===== config.mk =====
export PLATFORM = sky130hd
export DESIGN_NAME = comparator_seq_ctrl
export DESIGN_NICKNAME = d
export VERILOG_FILES = /design/src/rtl/comparator_seq_ctrl.sv
export SDC_FILE = /design/constraint.sdc
export NUM_CORES = 1
export LEC_CHECK = 0
export BUFFER_PORTS_ARGS = -buffer_cell sky130_fd_sc_hd__buf_2
export CORE_AREA = 3 3 56 58
export DETAILED_ROUTE_END_ITERATION = 10
export DIE_AREA = 0 0 59 61
export HOLD_SLACK_MARGIN = 0.15
export PLACE_DENSITY_LB_ADDON = 0.15
export SETUP_SLACK_MARGIN = 0.3
export SYNTH_ARGS = -nofsm -noshare
export SYNTH_HDL_FRONTEND = slang
export SYNTH_SLANG_ARGS = --single-unit

===== constraint.sdc =====
create_clock -name clk -period 1.43 [get_ports clk]
set_clock_uncertainty 0.05 [all_clocks]
set_input_delay 0.429 -clock clk [delete_from_list [all_inputs] [get_ports clk]]
set_output_delay 0.429 -clock clk [all_outputs]
set_load 0.01 [all_outputs]

===== src/rtl/comparator_seq_ctrl.sv =====
// rtl/comparator_seq_ctrl.sv - MSB-first bit-serial sequencer for a shared 1-bit equality cell (option: EARLY_EXIT_EN)
module comparator_seq_ctrl #(
    parameter int WIDTH = 8,
    parameter int IDX_W = $clog2(WIDTH)
) (
    input  logic             clk,
    input  logic             rst_n,
    input  logic             start,
    input  logic [WIDTH-1:0] a_word,
    input  logic [WIDTH-1:0] b_word,
    output logic             cell_a,
    output logic             cell_b,
    input  logic             cell_out,
    output logic [IDX_W-1:0] bit_idx,
    output logic             busy,
    output logic             done,
    output logic             eq,
    output logic             gt,
    output logic             lt
);

    typedef enum logic [1:0] {IDLE, RUN, DONE} state_t;

    state_t           state, state_nxt;
    logic [WIDTH-1:0] a_sh, b_sh;
    logic             hit, gt_q;
    logic             hit_nxt, gtq_nxt, accept, mismatch;

    // The cell sees the shift-register MSBs directly, so its inputs are glitch-free flop outputs.
    assign cell_a   = a_sh[WIDTH-1];
    assign cell_b   = b_sh[WIDTH-1];
    assign busy     = (state == RUN);
    assign done     = (state == DONE);
    assign mismatch = ~cell_out & ~hit;

    always_ff @(posedge clk or negedge rst_n) begin
        if (!rst_n) state <= IDLE;
        else        state <= state_nxt;
    end

    always_comb begin
        state_nxt = state;
        accept    = 1'b0;
        hit_nxt   = hit;
        gtq_nxt   = gt_q;
        case (state)
            IDLE, DONE: begin
                if (start) begin
                    accept    = 1'b1;
                    state_nxt = RUN;
                end else begin
                    state_nxt = IDLE;
                end
            end
            RUN: begin
                if (mismatch) begin
                    hit_nxt = 1'b1;
                    gtq_nxt = cell_a;
                end
                if (bit_idx == '0) state_nxt = DONE;
`ifdef EARLY_EXIT_EN
                if (mismatch) state_nxt = DONE;
`endif
            end
            default: state_nxt = IDLE;
        endcase
    end

    always_ff @(posedge clk or negedge rst_n) begin
        if (!rst_n) begin
            a_sh    <= '0;
            b_sh    <= '0;
            bit_idx <= '0;
            hit     <= 1'b0;
            gt_q    <= 1'b0;
            eq      <= 1'b0;
            gt      <= 1'b0;
            lt      <= 1'b0;
        end else if (accept) begin
            a_sh    <= a_word;
            b_sh    <= b_word;
            bit_idx <= IDX_W'(WIDTH - 1);
            hit     <= 1'b0;
            gt_q    <= 1'b0;
            eq      <= 1'b0;
            gt      <= 1'b0;
            lt      <= 1'b0;
        end else if (state == RUN) begin
            a_sh <= {a_sh[WIDTH-2:0], 1'b0};
            b_sh <= {b_sh[WIDTH-2:0], 1'b0};
            hit  <= hit_nxt;
            gt_q <= gtq_nxt;
            if (bit_idx != '0) bit_idx <= bit_idx - IDX_W'(1);
            // Flags are latched on the way into DONE so they include this cycle's compare.
            if (state_nxt == DONE) begin
                eq <= ~hit_nxt;
                gt <= hit_nxt & gtq_nxt;
                lt <= hit_nxt & ~gtq_nxt;
            end
        end
    end

endmodule


### Word level (Yosys, flattened, before mapping)

Cells that the tools add are included.

| word-level totals | value |
|---|---|
| word-level logic and storage cells | 58 |
| output and inout port bits | 10 |
| flip-flop bits (word level) | 26 |

| cells by class | value |
|---|---|
| muxes and demuxes | 29 |
| eq/ne operators | 3 |
| reductions and logical operators | 9 |
| $add $sub $neg | 1 |
| bitwise operators | 7 |

Operators by type and width:

| cell | number |
|---|---|
| 8-bit 2-to-1 mux | 4 |
| 1-bit 2-to-1 mux | 20 |
| 3-bit 2-to-1 mux | 3 |
| 2-bit nonzero test | 3 |
| 2-bit == test (second input constant) | 2 |
| 1-bit inverter | 4 |
| 2-bit one-hot mux with 2 select lines | 1 |
| 2-bit AND reduction | 2 |
| 1-bit bitwise AND | 3 |
| 3-bit logical NOT | 1 |
| 3-bit nonzero test | 1 |
| 3-bit by 1-bit subtractor with 3-bit output (second input constant) | 1 |
| 2-bit by 1-bit == test with 1-bit output (second input constant) | 1 |
| 2-bit logical NOT | 1 |
| 2-bit 2-to-1 mux | 1 |
| 2-bit OR reduction | 1 |

### Depth between registers and ports, before layout

| depth | value |
|---|---|
| word-level depth | 9 |
| depth in mapped cells | 7 |
| gate-level depth less buffers | 5 |

### Worst setup path before layout

Ideal clock, no wire load.

| timing path | value |
|---|---|
| kind | flip-flop to output port |
| from | register state[1] |
| to | output busy |
| cell stages (with the launch flop) | 6 |
| path slack | 0.026 ns |
| data arrival time | 0.925 ns |
| cell sequence | dfrtp_1 nand2b_1 buf_6 inv_4 buf_12 buf_6 |

| between the ends | value |
|---|---|
| longest elaborated chain between the ends | 1 |

Ends and longest elaborated chain:

| what | RTL line | RTL |
|---|---|---|
| from (decl) | 24 | `state_t state, state_nxt;` |
| from (signal assigned) | 38 | `else state <= state_nxt;` |
| 2-bit by 1-bit == test with 1-bit output | 32 | `assign busy = (state == RUN);` |
| to (decl) | 15 | `output logic busy,` |

No other way between the ends.

### Final worst setup path

| timing path | value |
|---|---|
| from | register state[0] |
| to | output busy |

Same word-level chain as after synthesis.

==> qor.log <==
qor: floorplanning.core_area 2710 um2
qor: detailed_routing.wl_met3 128 um
qor: setup_path.criticalPathCategory reg2out
qor: placed_design.hpwlAfterDp 1900 um
qor: detailed_routing.remaining_drcs 0
qor: detailed_routing.topRoutingLayerUsed met4
qor: logic_synthesis.synth_enable_flop_cells 0
qor: final_layout.layout-area-overhead-vs-synth 49.4%
qor: final_layout.antennaDiodeCount 0
qor: run.maxCapViolations 0
qor: clocking.tritoncts_clock_tree built
qor: logic_synthesis.synthesis.area_per_instance 10.4 um2
qor: timing.tightestPinTransition 338 ps
qor: status.run_status complete, but fails checks
qor: setup_path.timing.critical_path.arrival 1050 ps
qor: floorplanning.die_span_in_y 61 um
qor: timing.timing.slew.headroom 77.5%
qor: logic_synthesis.seq_area_frac_synth 52.5%
qor: setup_path.timing.critical_path.cells nand2b_4 -> inv_8 -> buf_6
qor: logic_synthesis.ys_seq_elements 26
qor: logic_synthesis.synth-async-reset-ratio 100%
qor: timing.report.final.hold_viol_count 0
qor: detailed_routing.met2WireLength 1640 um
qor: power.peakVddDrop 0.00161 V
qor: clocking.clock-root-buffer sky130_fd_sc_hd__clkbuf_4
qor: clocking.cts.sink_count 26
qor: setup_path.worst_r2r_setup_slack 0 ps
qor: placed_design.gp_congestion 0.789
qor: global_routing.gr-usage-all-layers 17.3%
qor: setup_path.timing.critical_path.slowest_cell_delay 470 ps
qor: logic_synthesis.yosys.cell_types.count 31
qor: setup_path.worst_setup_path_end_kind output port
qor: global_routing.grt_max_degree 15
qor: timing.setup_repair_after_global_routing_missed_its_margin true
qor: logic_synthesis.synthMostInstantiatedCell sky130_fd_sc_hd__dfrtp_1
qor: final_layout.layout.core_utilization 68.3%
qor: hold_path.path_class_of_the_lowest_slack_min_delay_path in2reg
qor: status.violated_checks negative setup slack
qor: logic_synthesis.synth_cells 119
qor: logic_synthesis.yosysWarningCount 0
qor: setup_path.required 950 ps
qor: logic_synthesis.synthTopCellsByArea sky130_fd_sc_hd__dfrtp_1, sky130_fd_sc_hd__nand3_1, sky130_fd_sc_hd__a22oi_1
qor: final_layout.drive_above_1_share 54.1%
qor: final_layout.nFillCells 233
qor: global_routing.globalRoute.totalOverflow 0
qor: global_routing.grt_antenna_before_repair 0
qor: floorplanning.fp.dieW 59 um
qor: logic_synthesis.synth_top_cell_by_area sky130_fd_sc_hd__dfrtp_1
qor: global_routing.grt_pass1_vias 1051
qor: detailed_routing.drt-total-wl 3070 um
qor: clocking.path_clk_slew 140 ps
qor: clocking.cts-buffers-inserted 3
qor: floorplanning.rows 19
qor: power.power-per-cell-area 2260 nW/um2
qor: setup_path.crit_path_start_kind flip-flop
qor: timing.final.setup.tns -177 ps
qor: timing.finalSetupViolCount 2
qor: detailed_routing.drt.antenna.violating_nets 0
qor: floorplanning.fp.dieArea 3600 um2
qor: floorplanning.ioPinCount 30
qor: timing.finalCritPeriodShare 107%
qor: logic_synthesis.netlist.area_leader.share 52.5%
qor: placed_design.place.port_buffers 29
qor: logic_synthesis.syn-cell-area 1240 um2
qor: timing.final_max_slew_viol_count 0
qor: final_layout.final_nets 193
qor: setup_path.cp_max_fo 4
qor: detailed_routing.drtPass1Iterations 4
qor: timing.min_tclk_post_route 1530 ps
qor: detailed_routing.routed_via_density 5.33
qor: logic_synthesis.synth_fp_nets 141
qor: power.total_leakage_power 0.889 nW
qor: global_routing.grt_first_pass_wirelength 4650 um
qor: detailed_routing.detail_route.iter0.violations 57
qor: detailed_routing.route.layer.met1.wl 1260 um
qor: detailed_routing.num_vias 1071
qor: clocking.ctsLongestPathBuffers 2
qor: setup_path.critical_path.slowest_cell sky130_fd_sc_hd__dfrtp_2
qor: timing.setup_ws -96.4 ps
qor: logic_synthesis.yosys-top-cells-count sky130_fd_sc_hd__dfrtp_1, sky130_fd_sc_hd__nand2_1, sky130_fd_sc_hd__nand3_1, sky130_fd_sc_hd__a22oi_1, sky130_fd_sc_hd__nor2_1
qor: power.post-layout-total-power 4.18 mW
qor: timing.maxClockFrequency 655 MHz
qor: detailed_routing.wl_per_cell 15.3 um
qor: clocking.clock_latency 310 ps
qor: logic_synthesis.synth_flop_cell sky130_fd_sc_hd__dfrtp_1
qor: clocking.ctsHtreeMaxLevel 1
qor: floorplanning.initial_utilization 45.7%
cells in the final DEF (no fill, tap or decap), types with 2 or more instances in the layout:
cell,instances
sky130_fd_sc_hd__nand2_1,17
sky130_fd_sc_hd__nor2_1,4
sky130_fd_sc_hd__a22o_1,2
sky130_fd_sc_hd__buf_4,13
sky130_fd_sc_hd__buf_2,27
sky130_fd_sc_hd__a22oi_2,13
sky130_fd_sc_hd__clkbuf_4,3
sky130_fd_sc_hd__inv_2,2
sky130_fd_sc_hd__dfrtp_1,24
sky130_fd_sc_hd__o211ai_1,2
sky130_fd_sc_hd__nand3_2,2
sky130_fd_sc_hd__nand3_1,13
sky130_fd_sc_hd__dfrtp_2,2
sky130_fd_sc_hd__nand2b_4,3
sky130_fd_sc_hd__buf_12,5
sky130_fd_sc_hd__o21ai_0,2
sky130_fd_sc_hd__mux2i_1,2
sky130_fd_sc_hd__buf_6,8
critical path, delay by kind of cell, from the launching register on:
family                 cells  cell delay, ps
flip-flops                 1             470
AND/OR/NAND/NOR            1             110
buffers and inverters      2             150
worst paths after layout:
kind | start | end | cells past startpoint
worst max-delay path | state[0] | busy | 3
worst min-delay path | b_word[6] | b_sh[6] | 3
worst max register to register | state[0] | bit_idx[2] | 6
worst min register to register | b_sh[4] | b_sh[4] | 2
max in group asynchronous | rst_n | bit_idx[2] | 3
min in group asynchronous | rst_n | eq | 2
per-stage QoR:
step,instances,hold WS (ps),setup WS (ps),cell area (um2)
floorplan,119,83.4,48.4,1280
global placement,177,296,118,1450
detailed placement,177,302,88.3,1450
CTS,192,251,-104,1630
global route,201,250,-154,1850
finish,201,263,-96.4,1850
registers in the layout (all words and copies together), names as in the netlist:
signal and flops:
gt_q 1, lt 1, eq 1, b_sh 8, a_sh 8, gt 1, bit_idx 3, state 2
hit 1
what timing repair did:
item / CTS / global route
cloned: 0 / 2
resized for setup: 11 / 35
hold endpoints to repair: 12 / 0
pin swaps: 3 / 21
hold buffers: 1 / 0
endpoints found under the setup margin: 36 / 36
buffers inserted: 10 / 7
per-layer routing:
metal / up-vias / global-route usage (%)
met5: - / 0
met4: 0 / 7.44
met3: 4 / 2.77
met2: 21 / 29.7
met1: 521 / 21.5
li1: 525 / -
cell families after synthesis:
group	share of synthesized area, %
buf+inv	7.07
simple gates	19.0
fa+ha+maj	2.02
mux	1.62
flops	52.5
compound gates	17.8
final cells by class:
| type | count | area [um2] | share of cell area (%) |
|---|---|---|---|
| inverters | 4 | 22.5 | 1.22 |
| well taps | 31 | 38.8 | 2.10 |
| flip-flops and latches | 26 | 653 | 35.3 |
| repair buffers | 56 | 473 | 25.6 |
| clock buffers | 4 | 36.3 | 1.96 |
| multi-input cells | 80 | 627 | 33.9 |
report_power, final:
group	internal [mW]	leakage, nW	switching, mW
clock	0.156	0.0210	0.215
sequential	1.07	0.323	0.252
combinational	1.41	0.545	1.08
total	2.63	0.889	1.55
(Power assumes the default switching activity.)
